[config.mk]
export PLATFORM = sky130hd
export DESIGN_NAME = spi_dac_rx
export DESIGN_NICKNAME = d
export VERILOG_FILES = /design/src/rtl/spi_dac_pkg.sv /design/src/rtl/spi_sync2.sv /design/src/rtl/spi_dac_rx.sv
export SDC_FILE = /design/constraint.sdc
export NUM_CORES = 1
export LEC_CHECK = 0
export BUFFER_PORTS_ARGS = -buffer_cell sky130_fd_sc_hd__buf_2
export CAP_MARGIN = 15
export CORE_MARGIN = 2
export CORE_UTILIZATION = 44
export DETAILED_ROUTE_END_ITERATION = 8
export PLACE_DENSITY = 0.72
export RECOVER_POWER = 50
export SLEW_MARGIN = 25
export SYNTH_ARGS = -nofsm -noshare
export SYNTH_HDL_FRONTEND = slang
export SYNTH_SLANG_ARGS = --single-unit
export TNS_END_PERCENT = 5
[constraint.sdc]
create_clock -name clk100mhz -period 2.9 [get_ports clk100mhz]
set_clock_uncertainty 0.1 [all_clocks]
set_input_delay 0.58 -clock clk100mhz [delete_from_list [all_inputs] [get_ports clk100mhz]]
set_output_delay 0.58 -clock clk100mhz [all_outputs]
set_load 0.02 [all_outputs]
[src/rtl/spi_dac_pkg.sv]
//----------------------------------------------------------------------------
// Module  : spi_dac_pkg
// Brief   : Shared types and constants for the SPI DAC command receiver.
// Revision: 1.0 - initial release
//----------------------------------------------------------------------------
`default_nettype none

package spi_dac_pkg;

    typedef enum logic [1:0] {
        IDLE   = 2'd0,
        SHIFT  = 2'd1,
        DECODE = 2'd2
    } state_e;

    localparam int          FRAME_BITS       = 32;
    localparam logic [5:0]  FRAME_CNT        = 6'(FRAME_BITS);
    localparam logic [5:0]  CNT_MAX          = 6'd63;
    localparam logic [3:0]  CMD_SETUP_REF    = 4'h8;
    localparam logic [3:0]  CMD_WRITE_UPDATE = 4'h3;
    localparam logic [3:0]  ADDR_ALL         = 4'hF;

endpackage

`default_nettype wire

[src/rtl/spi_sync2.sv]
//----------------------------------------------------------------------------
// Module  : spi_sync2
// Brief   : Two-flop synchronizer with a configurable reset value.
// Revision: 1.0 - initial release
//----------------------------------------------------------------------------
`default_nettype none

module spi_sync2 #(
    parameter logic RESET_VAL = 1'b0
) (
    input  logic clk,
    input  logic rst,
    input  logic i_d,
    output logic o_q
);

    logic meta_q;
    logic sync_q;
    logic meta_d;
    logic sync_d;

    always_comb begin
        meta_d = i_d;
        sync_d = meta_q;
    end

    always_ff @(posedge clk) begin
        if (rst) begin
            meta_q <= RESET_VAL;
            sync_q <= RESET_VAL;
        end else begin
            meta_q <= meta_d;
            sync_q <= sync_d;
        end
    end

    assign o_q = sync_q;

endmodule

`default_nettype wire

[src/rtl/spi_dac_rx.sv]
//----------------------------------------------------------------------------
// Module  : spi_dac_rx
// Brief   : SPI slave that decodes 32-bit DAC command frames (ref enable and
//           write/update of one channel). Optional stats: SPI_DAC_RX_STATS_EN.
// Revision: 1.0 - initial release
//----------------------------------------------------------------------------
`default_nettype none

module spi_dac_rx
    import spi_dac_pkg::*;
#(
    parameter logic [3:0] CHANNEL = 4'h0
) (
    input  logic        clk100mhz,
    input  logic        rst,
    input  logic        cs,
    input  logic        sclk,
    input  logic        mosi,
    output logic        frame_valid,
    output logic        frame_err,
    output logic [3:0]  rx_cmd,
    output logic [3:0]  rx_addr,
    output logic [11:0] rx_data,
    output logic        ref_en,
    output logic [11:0] dac_code,
`ifdef SPI_DAC_RX_STATS_EN
    output logic        dac_update,
    output logic [15:0] frame_cnt,
    output logic [15:0] err_cnt
`else
    output logic        dac_update
`endif
);

    logic cs_s;
    logic sclk_s;
    logic mosi_s;

    spi_sync2 #(.RESET_VAL(1'b1)) u_sync_cs (
        .clk (clk100mhz),
        .rst (rst),
        .i_d (cs),
        .o_q (cs_s)
    );

    spi_sync2 #(.RESET_VAL(1'b0)) u_sync_sclk (
        .clk (clk100mhz),
        .rst (rst),
        .i_d (sclk),
        .o_q (sclk_s)
    );

    spi_sync2 #(.RESET_VAL(1'b0)) u_sync_mosi (
        .clk (clk100mhz),
        .rst (rst),
        .i_d (mosi),
        .o_q (mosi_s)
    );

    state_e      state_q,       state_d;
    logic        cs_prev_q,     cs_prev_d;
    logic        sclk_prev_q,   sclk_prev_d;
    logic [1:0]  settle_q,      settle_d;
    logic        armed_q,       armed_d;
    logic [5:0]  cnt_q,         cnt_d;
    logic [31:0] sr_q,          sr_d;
    logic [3:0]  rx_cmd_q,      rx_cmd_d;
    logic [3:0]  rx_addr_q,     rx_addr_d;
    logic [11:0] rx_data_q,     rx_data_d;
    logic        ref_en_q,      ref_en_d;
    logic [11:0] dac_code_q,    dac_code_d;
    logic        frame_valid_q, frame_valid_d;
    logic        frame_err_q,   frame_err_d;
    logic        dac_update_q,  dac_update_d;
`ifdef SPI_DAC_RX_STATS_EN
    logic [15:0] frame_cnt_q,   frame_cnt_d;
    logic [15:0] err_cnt_q,     err_cnt_d;
`endif

    logic w_cs_fall;
    logic w_cs_rise;
    logic w_sclk_fall;

    // The cs synchronizer powers up high, so a falling edge is only trusted
    // once a genuine high level on cs has made it through both flops.
    assign w_cs_fall   = armed_q & cs_prev_q & ~cs_s;
    assign w_cs_rise   = ~cs_prev_q & cs_s;
    assign w_sclk_fall = sclk_prev_q & ~sclk_s;

    always_comb begin
        state_d       = state_q;
        cs_prev_d     = cs_s;
        sclk_prev_d   = sclk_s;
        settle_d      = (settle_q == 2'd2) ? settle_q : settle_q + 2'd1;
        armed_d       = armed_q | ((settle_q == 2'd2) & cs_s);
        cnt_d         = cnt_q;
        sr_d          = sr_q;
        rx_cmd_d      = rx_cmd_q;
        rx_addr_d     = rx_addr_q;
        rx_data_d     = rx_data_q;
        ref_en_d      = ref_en_q;
        dac_code_d    = dac_code_q;
        frame_valid_d = 1'b0;
        frame_err_d   = 1'b0;
        dac_update_d  = 1'b0;
`ifdef SPI_DAC_RX_STATS_EN
        frame_cnt_d   = frame_cnt_q;
        err_cnt_d     = err_cnt_q;
`endif

        case (state_q)
            IDLE: begin
                if (w_cs_fall) begin
                    state_d = SHIFT;
                    cnt_d   = 6'd0;
                end
            end
            SHIFT: begin
                if (w_sclk_fall) begin
                    sr_d  = (sr_q << 1) | {31'd0, mosi_s};
                    cnt_d = (cnt_q == CNT_MAX) ? CNT_MAX : cnt_q + 6'd1;
                end
                // Decode from the next-state values so a final sclk edge
                // coinciding with cs rising is counted; pulses land in DECODE.
                if (w_cs_rise) begin
                    state_d = DECODE;
                    if (cnt_d == FRAME_CNT) begin
                        frame_valid_d = 1'b1;
                        rx_cmd_d      = sr_d[27:24];
                        rx_addr_d     = sr_d[23:20];
                        rx_data_d     = sr_d[19:8];
                        if (sr_d[27:24] == CMD_SETUP_REF) begin
                            ref_en_d = sr_d[0];
                        end
                        if ((sr_d[27:24] == CMD_WRITE_UPDATE) &&
                            ((sr_d[23:20] == CHANNEL) || (sr_d[23:20] == ADDR_ALL))) begin
                            dac_code_d   = sr_d[19:8];
                            dac_update_d = 1'b1;
                        end
`ifdef SPI_DAC_RX_STATS_EN
                        frame_cnt_d = frame_cnt_q + 16'd1;
`endif
                    end else begin
                        frame_err_d = 1'b1;
`ifdef SPI_DAC_RX_STATS_EN
                        err_cnt_d   = err_cnt_q + 16'd1;
`endif
                    end
                end
            end
            DECODE: begin
                state_d = IDLE;
            end
            default: begin
                state_d = IDLE;
            end
        endcase
    end

    always_ff @(posedge clk100mhz) begin
        if (rst) begin
            state_q       <= IDLE;
            cs_prev_q     <= 1'b1;
            sclk_prev_q   <= 1'b0;
            settle_q      <= 2'd0;
            armed_q       <= 1'b0;
            cnt_q         <= 6'd0;
            sr_q          <= 32'd0;
            rx_cmd_q      <= 4'd0;
            rx_addr_q     <= 4'd0;
            rx_data_q     <= 12'd0;
            ref_en_q      <= 1'b0;
            dac_code_q    <= 12'd0;
            frame_valid_q <= 1'b0;
            frame_err_q   <= 1'b0;
            dac_update_q  <= 1'b0;
`ifdef SPI_DAC_RX_STATS_EN
            frame_cnt_q   <= 16'd0;
            err_cnt_q     <= 16'd0;
`endif
        end else begin
            state_q       <= state_d;
            cs_prev_q     <= cs_prev_d;
            sclk_prev_q   <= sclk_prev_d;
            settle_q      <= settle_d;
            armed_q       <= armed_d;
            cnt_q         <= cnt_d;
            sr_q          <= sr_d;
            rx_cmd_q      <= rx_cmd_d;
            rx_addr_q     <= rx_addr_d;
            rx_data_q     <= rx_data_d;
            ref_en_q      <= ref_en_d;
            dac_code_q    <= dac_code_d;
            frame_valid_q <= frame_valid_d;
            frame_err_q   <= frame_err_d;
            dac_update_q  <= dac_update_d;
`ifdef SPI_DAC_RX_STATS_EN
            frame_cnt_q   <= frame_cnt_d;
            err_cnt_q     <= err_cnt_d;
`endif
        end
    end

    assign frame_valid = frame_valid_q;
    assign frame_err   = frame_err_q;
    assign rx_cmd      = rx_cmd_q;
    assign rx_addr     = rx_addr_q;
    assign rx_data     = rx_data_q;
    assign ref_en      = ref_en_q;
    assign dac_code    = dac_code_q;
    assign dac_update  = dac_update_q;
`ifdef SPI_DAC_RX_STATS_EN
    assign frame_cnt   = frame_cnt_q;
    assign err_cnt     = err_cnt_q;
`endif

endmodule

`default_nettype wire
; ---- Word-level counts from Yosys, hierarchy flattened
; Index checks and enable logic that the tools add are counted.
[totals]
output_inout_bits = 36
reg_bits = 83
[classes]
add_sub_neg = 2
bitwise_logic = 13
n_reduce_logical = 13
mux = 13
eq_ne = 10
[op_table]
columns = cell, count
row1 = 28-bit 2-to-1 mux, 2
row2 = 28-bit by 1-bit bitwise OR with 28-bit output, 1
row3 = 6-bit 2-to-1 mux, 4
row4 = 6-bit == test (second input constant), 2
row5 = 6-bit case mux with 2 select lines, 1
row6 = 4-bit == test (second input constant), 2
row7 = 4-bit AND reduction, 2
row8 = 6-bit by 1-bit adder with 6-bit output (second input constant), 1
row9 = 2-bit inequality test (second input constant), 3
row10 = 1-bit inverter, 6
row11 = 2-bit AND reduction, 3
row12 = 1-bit AND, 5
row13 = 4-bit by 2-bit == test with 1-bit output (second input constant), 1
row14 = 4-bit zero test, 1
row15 = 2-bit 2-to-1 mux, 2
row16 = 2-bit case mux with 2 select lines, 1
row17 = 4-bit OR reduction, 1
row18 = 1-bit 2-to-1 mux, 3
row19 = 3-bit AND reduction, 1
row20 = 3-bit OR reduction, 1
row21 = 2-bit by 1-bit adder with 2-bit output (second input constant), 1
row22 = 2-bit by 1-bit == test with 1-bit output (second input constant), 1
row23 = 2-bit == test (second input constant), 1
row24 = 2-bit zero test, 1
row25 = other kinds (4), 4

; ---- Logic depth before layout (Yosys ltp)
; Gate-level depths: netlist (run 1).
[logic_depth]
depth_word = 8
ltp_mapped = 7
mapped_depth_nobuf = 6

; ---- Hierarchy
; From an unflattened synthesis (run 1), not the netlist that was laid out.
[unflattened]
hier_cells = 416
hier_area_um2 = 3631.0
[by_module_without_submodules]
columns = module, n_inst, seq_area_each_um2, cells_per_inst, area_each_um2
row1 = spi_dac_rx, 1, 1541.5, 404, 3473.3
row2 = spi_sync2, 3, 40.0, 4, 52.6

; ---- Worst setup path before layout (run 1)
; No wires, ideal clock.
[synth_timing]
kind = register to register
start = register cnt_q[0]
end = register dac_code_q[0], in the netlist dac_code[0]
n_path_buf = 1
period_less_slack_ns = 2.470
setup_slack_ns = 0.430
t_arrival_ns = 2.248
path_stages_with_launch = 8
setup_ns = 0.121
path_cell_list = dfxtp_1 -> ha_1 -> nand3b_4 -> or4_4 -> a221oi_4 -> nand3_2 -> buf_6 -> mux2_4
[synth_via]
elab_chain_cells = 6
word_cells_on_any_way = 7
classes_between = add/sub: 1 / eq/ne: 2 / mux: 3 / reduce/logical: 1
[synth_rtl]
columns = element, line_no
row1 = from (decl), spi_dac_rx.sv:65  ; logic [5:0] cnt_q, cnt_d;
row2 = from (signal assigned), spi_dac_rx.sv:187  ; cnt_q <= cnt_d;
row3 = 6-bit by 1-bit adder with 6-bit output / 6-bit == test (equally long branches), spi_dac_rx.sv:121  ; cnt_d = (cnt_q == CNT_MAX) ? CNT_MAX : cnt_q + 6'd1;
row4 = 6-bit 2-to-1 mux, spi_dac_rx.sv:121
row5 = 6-bit 2-to-1 mux *, spi_dac_rx.sv:119  ; if (w_sclk_fall) begin
row6 = 6-bit 2-to-1 mux *, spi_dac_rx.sv:111  ; case (state_q)
row7 = 6-bit == test *, spi_dac_rx.sv:127  ; if (cnt_d == FRAME_CNT) begin
row8 = 4-bit AND reduction (no source line) *, n/a
row9 = to (signal assigned), spi_dac_rx.sv:193  ; dac_code_q <= dac_code_d;
row10 = to (decl), spi_dac_rx.sv:71  ; logic [11:0] dac_code_q, dac_code_d;
; Mark *: on every way between the ends. The rest lies on a longest branch, timed or not. The select of a mux whose other input is x is not followed.
; A chain may end at the register's enable or synchronous reset.

; ---- Final worst setup path (run 1)
[layout_timing]
start = register cnt_q[0]
end = register rx_addr_q[0], in the netlist rx_addr[0]
[layout_via]
elab_chain_cells = 6
word_cells_on_any_way = 7
classes_between = add/sub: 1 / eq/ne: 2 / mux: 3 / reduce/logical: 1
[layout_rtl]
columns = element, line_no
row1 = 6-bit by 1-bit adder with 6-bit output / 6-bit == test (equally long branches), spi_dac_rx.sv:121
row2 = 6-bit 2-to-1 mux, spi_dac_rx.sv:121
row3 = 6-bit 2-to-1 mux *, spi_dac_rx.sv:119
row4 = 6-bit 2-to-1 mux *, spi_dac_rx.sv:111
row5 = 6-bit == test *, spi_dac_rx.sv:127
row6 = 3-bit AND reduction (no source line) *, n/a
row7 = to (signal assigned), spi_dac_rx.sv:190  ; rx_addr_q <= rx_addr_d;
row8 = to (decl), spi_dac_rx.sv:68  ; logic [3:0] rx_addr_q, rx_addr_d;
; Marked as above.

==> results_dict.tcl, run 1 <==
set metrics [dict create \
    ys_ff_latch 83 \
    powerDensity_mw_per_mm2 534 \
    cts_tree "done" \
    critical_path_class "flip-flop to flip-flop" \
    grt_pass1_wl_mm 12.3 \
    clock-root-buffer "clkbuf_8" \
    io_pins 41 \
    relSlewSlack_pct 10.0 \
    cpPeakStageDelay_ns 0.57 \
    route.met2.wl_mm 3.31 \
    fin_crit_ns 2.58 \
    cts-resized-gates 0 \
    dr.max_layer_used "met4" \
    final_area_sq_mm 0.00400 \
    seq_area_frac_synth_pct 47.0 \
    diodes 0 \
    cts_setup_buffers 0 \
    htreeDepth 3 \
    worstHoldPathType "input pin to flip-flop" \
    dr.pass1.iters 4 \
    slew_violations 0 \
    antenna_left 0 \
    crit_path_top_delay_cell "or4_4" \
    core_sq_mm 0.00777 \
    synth_edf_count 0 \
    syn_to_final_growth_pct 13.0 \
    worstMarginPinSlew_ns 1.35 \
    power.leakage_nw 1.42 \
    syn-mean-instance-area_sq_um 8.38 \
    worst_ep_required_time_ns 3.06 \
    synth-warning-count 0 \
    clk_path_buf_depth 2 \
    startpoint "cnt_q[0]" \
    grt_overflow 0 \
    crit_path_cell_trace "ha_1 > nand3b_4 > or4_4 > a221oi_4 > buf_4 > nor2_1 > a311oi_1" \
    critPathTopFamily "simple AND/OR/NAND/NOR gates" \
    die_width_microns 93.6 \
    dp.cells 549 \
    totalWireLength_mm 7.34 \
    syn_nets 429 \
    cts_buffers 9 \
    async_reset_ff_share_pct 0 \
    dpl.hpwl_mm 5.02 \
    synth_area_sq_mm 0.00354 \
    portBuffers 40 \
    antenna_found_initial 0 \
    yosysTopAreaCell "dfxtp_1" \
    rsz0062_at_grt "false" \
    hold_viol 0 \
    arrival_ns 2.74 \
    cp-end-kind "flip-flop" \
    maxCapViolCount 0 \
    nNetsFinal 465 \
    setup-tns-final_ns 0 \
    via_per_inst 5.19 \
    irDropWorstVdd_v 0.000262 \
    grt_pass1_vias 2623 \
    synth_top_area_share_pct 47.0 \
    critPathLaunchType "flip-flop" \
    reg2reg_from "cnt_q[0]" \
    drive_above_1_share_pct 10.6 \
    synth_most_common_cell "nand2_1" \
    fp-row-count 32 \
    hp-start "cs" \
    gp_congestion 0.827 \
    clk_latency_ns 0.35 \
    routedWlPerCell_microns 13.0 \
    fillers 763 \
    max_freq_ghz 0.387 \
    cts_sinks 83 \
    met1_length_mm 3.58 \
    yosysUniqueCellTypes 43 \
    grt_max_degree 42 \
    outcome "finished clean" \
    synth-main-ff-cell "dfxtp_1" \
    remaining_drc_errors 0 \
    clk_pin_slew_ns 0.09 \
    crit_fanout 41 \
    cts_hold_buf 0 \
    vias 2930 \
    start_util_pct 45.5 \
    layout.cells.non_filler 565 \
    path_buf_inv 1 \
    die_area_sq_mm 0.00877 \
    dpl_cell_area_sq_mm 0.00384 \
    fin_util_pct 51.4 \
    period_share_pct 89.0 \
    setup_viol 0 \
    wl_met3_microns 360 \
    drtIter0Drc 150 \
    die_y_microns 93.6 \
    grt_usage_pct 17.6 \
    synth_common_cells "106 x nand2_1, 83 x dfxtp_1, 52 x a21oi_1, 24 x clkbuf_1" \
    syn-instance-count 422 \
    synth_area_leaders "dfxtp_1 47%, nand2_1 11%, a21oi_1 7.4%" \
]
## kinds of logic after synthesis
family	synth area share [%]
AND/OR/NAND/NOR	26.3
flip-flops	47.0
multiplexers	6.86
buffers and inverters	3.75
AO/OA/AOI/OAI	15.1
adder cells (fa/ha/maj)	0.708
XOR/XNOR	0.248
## area by class of cell
cell class                 count  area (sq um)  share of cell area (%)
sequential                    83          1660                    41.6
timing repair buffer          52           233                    5.83
multi-input combinational    306          1740                    43.6
inverter                       6          22.5                   0.564
clock buffer                  10           138                    3.45
clock inverter                 6          71.3                    1.79
tap                          102           128                    3.19
## sequential cells by signal, indices dropped and copies added, names as in the netlist, 2 cells and up
register,cells
sr_q,28
dac_code,12
rx_data,12
cnt_q,6
rx_addr,4
rx_cmd,4
settle_q,2
state_q,2
## path summary, 6_finish.rpt
check,endpoint,slack (ns),depth (start not counted)
max,rx_addr[0],0.32,7
min,u_sync_cs.meta_q,0.31,2
max reg2reg,rx_addr[0],0.32,7
min reg2reg,u_sync_cs.o_q,0.31,1
## stage by stage
stage	power [W]	worst slack (ns)	hold slack [ns]
3_3_place_gp	0.00130	0.361	0.294
3_5_place_dp	0.00131	0.308	0.299
2_1_floorplan	0.00128	0.430	0.289
4_1_cts	0.00216	0.310	0.298
6_report	0.00213	0.318	0.314
5_1_grt	0.00223	0.0769	0.303
## power by group
group          switching, W  leakage, nW  internal (W)
registers         0.0000135        0.670       0.00116
clock network      0.000429       0.0995      0.000429
logic             0.0000603        0.652     0.0000405
## cell usage in the layout (no fill, tap or decap), drive strengths merged, types with 2 or more instances in the layout
cell type  count
nand3          5
nor4bb         3
nor2          19
nor2b         18
nor3           2
a311oi         2
inv            8
mux2i          7
a211oi         8
or3            2
ha             2
a31oi          4
and2           2
nand3b         4
or2            4
clkinvlp       2
nand2        106
buf           12
mux2          12
nand2b        17
o21ai         19
clkbuf        50
dfxtp         83
a22oi          2
a21oi         52
nor3b          3
## metal layers
metal / vias to the layer above / global-route usage (%)
met4: 0 / 6.28
met5: - / 0
met2: 60 / 27.7
met3: 6 / 3.22
li1: 1501 / -
met1: 1363 / 24.4
Note: power is estimated with default switching activity, not from simulation.
==> run 2: changes to the inputs <==
==> constraint.sdc (replaced) <==
create_clock -name clk100mhz -period 2.9 [get_ports clk100mhz]
set_clock_uncertainty 0.1 [all_clocks]
set_input_delay 0.145 -clock clk100mhz [delete_from_list [all_inputs] [get_ports clk100mhz]]
set_output_delay 0.145 -clock clk100mhz [all_outputs]
set_load 0.02 [all_outputs]
==> run 2 against run 1 <==
The flow now finishes with violations (capacitance limit, slew limit). Non-clock buffer count grew 2. Sequential share of layout area is 0.078 points higher. Routed wire length down 1.0%. Critical endpoint is now rx_addr[3]. First-iteration DRC count increased by 37%. Largest cell class unchanged. Count of clock-buffer cells in the layout fell by 1. Combinational power hardly changed. Register-to-register slack lost 0.04 ns. Largest power group unchanged. Worst hold slack got worse by 0.0012 ns. Clock power decreased by 12%. Die area did not move. Highest routed layer unchanged. Cell count rose by 0.35%. Cell area decreased by 0.19%.
==> results_dict.tcl, run 2 (same netlist as run 1, synthesis figures left out) <==
set metrics [dict create \
    crit_path_top_delay_cell "or4_4" \
    antenna_found_initial 0 \
    drtIter0Drc 205 \
    htreeDepth 3 \
    arrival_ns 2.77 \
    clock-root-buffer "clkbuf_8" \
    worstMarginPinSlew_ns 1.82 \
    io_pins 41 \
    remaining_drc_errors 0 \
    clk_path_buf_depth 2 \
    routedWlPerCell_microns 12.8 \
    outcome "complete, but fails checks" \
    portBuffers 40 \
    clk_latency_ns 0.34 \
    grt_pass1_vias 2720 \
    use_met3_pct 2.74 \
    crit_fanout 41 \
    dr.pass1.iters 5 \
    hold_viol 0 \
    grtUsageMet2_pct 28.4 \
    mostFrequentLayoutCells "106 x nand2_1, 83 x dfxtp_1, 52 x a21oi_1, 41 x clkbuf_1" \
    diodes 0 \
    cpPeakStageDelay_ns 0.57 \
    critPathLaunchType "flip-flop" \
    grt_max_degree 44 \
    crit_path_cell_trace "ha_1 > nand3b_4 > or4_4 > a221oi_4 > buf_4 > nor2_1 > a311oi_1" \
    grt_overflow 0 \
    cts-resized-gates 0 \
    multi_input_area_sq_mm 0.00174 \
    totalWireLength_mm 7.26 \
    irDropWorstVdd_v 0.000363 \
    antenna_left 0 \
    regArea_sq_mm 0.00166 \
    critical_path_class "flip-flop to flip-flop" \
    power.leakage_nw 1.41 \
    worstHoldPathType "flip-flop to flip-flop" \
    grt_pass1_wl_mm 12.4 \
    dpl_cell_area_sq_mm 0.00384 \
    period_share_pct 90.2 \
    fillers 782 \
    via_per_inst 5.12 \
    clk_pin_slew_ns 0.09 \
    gp_congestion 0.827 \
    grt_usage_pct 17.3 \
    dpl.hpwl_mm 4.93 \
    cts_sinks 83 \
    cts_buffers 9 \
    die_y_microns 93.6 \
    grt-busiest-layer "met2" \
    largest_reg_flops 28 \
    die_area_sq_mm 0.00877 \
    nNetsFinal 467 \
    critPathTopFamily "simple AND/OR/NAND/NOR gates" \
    gr-usage-met1_pct 23.1 \
    max_freq_ghz 0.382 \
    drive_above_1_share_pct 10.1 \
    maxCapViolCount 1 \
    path_buf_inv 1 \
    fin_crit_ns 2.62 \
    cp-end-kind "flip-flop" \
    slew_violations 44 \
    core_sq_mm 0.00777 \
    hold_slack_ns 0.312 \
    relSlewSlack_pct -21.4 \
    setup-tns-final_ns 0 \
    regMostFlops "sr_q" \
    syn_to_final_growth_pct 12.8 \
    powerDensity_mw_per_mm2 511 \
    worst_ep_required_time_ns 3.06 \
    rsz0062_at_grt "false" \
    cts_tree "done" \
    fin_util_pct 51.3 \
    setup_viol 0 \
    die_width_microns 93.6 \
    fp-row-count 32 \
    vias 2902 \
    final_area_sq_mm 0.00399 \
    violations "capacitance limit, slew limit" \
    start_util_pct 45.5 \
    mostFrequentLayoutCell "nand2_1" \
]
run 2: final timing paths:
path                    start  slack (ns)  depth (start not counted)       endpoint
min reg2reg  u_sync_cs.meta_q        0.31                          1  u_sync_cs.o_q
max                  cnt_q[0]        0.28                          7     rx_addr[3]
max reg2reg          cnt_q[0]        0.28                          7     rx_addr[3]
min          u_sync_cs.meta_q        0.31                          1  u_sync_cs.o_q
run 2: what timing repair did:
| action | CTS | global route |
|---|---|---|
| hold buffers | 3 | 0 |
| hold endpoints to repair | 3 | 0 |
| buffers inserted | 0 | 0 |
run 2: area by class of cell:
type | count | share of cell area [%]
clock buffer | 9 | 3.11
clock inverter | 7 | 1.47
inverter | 6 | 0.565
multi-input combinational | 306 | 43.7
sequential | 83 | 41.7
tap | 102 | 3.20
timing repair buffer | 54 | 6.31
run 2: worst register-to-register path: stages (launching register included):
cell and delay, ns:
dfxtp_1 0.45, ha_1 0.27, nand3b_4 0.10, or4_4 0.57
a221oi_4 0.32, buf_4 0.38, nor2_1 0.10, a311oi_1 0.24
run 2: report_power, final:
group	switching (W)	total [W]	internal [W]
Sequential	0.0000138	0.00118	0.00116
Clock	0.000436	0.000759	0.000323
Combinational	0.0000602	0.000102	0.0000421
run 2: metal layers:
metal,routed length (microns),vias up
met4,78,0
met2,3260,70
li1,-,1497
met5,0,-
met1,3590,1329
met3,334,6
run 2: stage by stage:
stage          instances  setup slack [ns]  power (W)
2_1_floorplan        422             0.430    0.00128
3_3_place_gp         548             0.350    0.00130
3_5_place_dp         548             0.274    0.00130
4_1_cts              567             0.252    0.00206
5_1_grt              567            0.0924    0.00212
6_report             567             0.283    0.00204
==> run 3: changes to the inputs <==
==> constraint.sdc (replaced) <==
create_clock -name clk100mhz -period 2.79 [get_ports clk100mhz]
set_clock_uncertainty 0.1 [all_clocks]
set_input_delay 0.1395 -clock clk100mhz [delete_from_list [all_inputs] [get_ports clk100mhz]]
set_output_delay 0.1395 -clock clk100mhz [all_outputs]
set_load 0.02 [all_outputs]
==> run 3 against run 2 <==
First-iteration DRC count shrank 3.4%. Highest routed layer unchanged. Critical path depth unchanged. Die area unchanged. Count of clock-buffer cells in the layout is 1 higher. Largest cell class unchanged. The run still ends with capacitance limit, slew limit left. Worst hold slack gained 0.0080 ns. Routed wire length fell by 0.11%. Via count is 0.96% higher.
==> results_dict.tcl, run 3 (same netlist as run 1, synthesis figures left out) <==
set metrics [dict create \
    via_per_inst 5.17 \
    irDropWorstVdd_v 0.000285 \
    clk_latency_ns 0.34 \
    mostFrequentLayoutCell "nand2_1" \
    dr.pass1.iters 4 \
    worstHoldPathType "flip-flop to flip-flop" \
    cpPeakStageDelay_ns 0.57 \
    portBuffers 40 \
    antenna_left 0 \
    routedWlPerCell_microns 12.8 \
    mostFrequentLayoutCells "106 x nand2_1, 83 x dfxtp_1, 52 x a21oi_1, 39 x clkbuf_1" \
    cts_setup_buffers 0 \
    critical_path_class "flip-flop to flip-flop" \
    htreeDepth 3 \
    antenna_found_initial 0 \
    io_pins 41 \
    r2r_setup_slack_ns 0.20 \
    vias 2930 \
    grt_overflow 0 \
    gp_congestion 0.840 \
    clock-root-buffer "clkbuf_8" \
    grt_max_degree 50 \
    fin_util_pct 51.6 \
    syn_to_final_growth_pct 13.4 \
    setup-tns-final_ns 0 \
    relSlewSlack_pct -33.0 \
    setup_viol 0 \
    slew_violations 50 \
    crit_path_top_delay_cell "or4_4" \
    crit_path_cell_trace "ha_1 > nand3b_4 > or4_4 > a221oi_4 > buf_6 > nor2_1 > a311oi_1" \
    arrival_ns 2.74 \
    maxCapViolCount 1 \
    grt_pass1_vias 2613 \
    clk_pin_slew_ns 0.08 \
    rsz0062_at_grt "false" \
    die_y_microns 93.6 \
    hold_viol 0 \
    powerDensity_mw_per_mm2 542 \
    post-place-ws_ns 0.192 \
    diodes 0 \
    regMostFlops "sr_q" \
    max_freq_ghz 0.386 \
    power.leakage_nw 1.43 \
    largest_reg_flops 28 \
    crit_fanout 41 \
    dpl.hpwl_mm 4.80 \
    cts_buffers 9 \
    violations "capacitance limit, slew limit" \
    outcome "complete, but fails checks" \
    hp-start "u_sync_cs.meta_q" \
    cts_sinks 83 \
    startpoint "cnt_q[1]" \
    remaining_drc_errors 0 \
    drtIter0Drc 198 \
    critPathLaunchType "flip-flop" \
    clk_path_buf_depth 2 \
    core_sq_mm 0.00777 \
    die_width_microns 93.6 \
    grt_pass1_wl_mm 12.0 \
    totalWireLength_mm 7.26 \
    worst_slack_ns 0.201 \
    die_area_sq_mm 0.00877 \
    fp-row-count 32 \
    reg2reg_from "cnt_q[1]" \
    nNetsFinal 467 \
    fin_crit_ns 2.59 \
    start_util_pct 45.5 \
    fillers 724 \
    cts_tree "done" \
    worstMarginPinSlew_ns 1.99 \
    drive_above_1_share_pct 10.5 \
    cp-end-kind "flip-flop" \
    period_share_pct 92.8 \
    grt_usage_pct 17.0 \
    worst_ep_required_time_ns 2.94 \
]
run 3: changes by cell type in the layout (fill, tap and decap cells not counted):
cell	change
inv_6	-3
bufinv_16	+1
clkbuf_2	+1
clkinv_2	+1
buf_6	+1
clkinvlp_4	+1
clkinv_4	-1
clkbuf_1	-2
buf_4	+1
run 3: per-stage QoR:
| step | cell area, sq um | hold slack (ns) | total power, W | std cells |
|---|---|---|---|---|
| 2_1_floorplan | 3540 | 0.143 | 0.00133 | 422 |
| 4_1_cts | 4070 | 0.296 | 0.00220 | 567 |
| 3_5_place_dp | 3850 | 0.231 | 0.00136 | 548 |
| 5_1_grt | 4010 | 0.352 | 0.00225 | 567 |
| 3_3_place_gp | 3850 | 0.225 | 0.00135 | 548 |
| 6_report | 4010 | 0.320 | 0.00217 | 567 |
run 3: worst paths after layout:
| kind | endpoint | cells past startpoint |
|---|---|---|
| hold reg to reg | u_sync_cs.o_q | 1 |
| setup / recovery | rx_addr[0] | 7 |
| setup reg to reg | rx_addr[0] | 7 |
| hold / removal | u_sync_cs.o_q | 1 |
run 3: where the power goes:
group | switching (W) | internal (W) | leakage (nW)
Clock | 0.000430 | 0.000414 | 0.0885
Combinational | 0.0000636 | 0.0000435 | 0.668
Sequential | 0.0000150 | 0.00121 | 0.670
run 3: layout make-up:
type	count	area, sq um	share of cell area, %
inverter	6	22.5	0.561
clock buffer	10	128	3.18
tap	102	128	3.18
sequential	83	1660	41.4
multi-input combinational	306	1740	43.4
timing repair buffer	54	264	6.58
clock inverter	6	66.3	1.65
run 3: timing repair:
item,CTS,global route
gates resized for setup,0,1
hold buffers,3,0
hold endpoints to repair,3,0
setup endpoints to repair,0,1
run 3: critical path: cells and delay by family (launching register included):
family                   cells  cell delay, ns
adder cells (fa/ha/maj)      1            0.28
flip-flops                   1            0.43
buffers and inverters        1            0.31
AO/OA/AOI/OAI                2            0.61
AND/OR/NAND/NOR              3            0.76
run 3: metal layers:
| metal | vias to the layer above | share of wire, % | routed length, microns | GRT usage (%) |
|---|---|---|---|---|
| li1 | 1502 | - | - | - |
| met1 | 1350 | 50 | 3630 | 24.0 |
| met2 | 71 | 44 | 3160 | 25.7 |
| met3 | 7 | 5.0 | 361 | 2.98 |
| met4 | 0 | 1.4 | 105 | 7.13 |
| met5 | - | 0 | 0 | 0 |
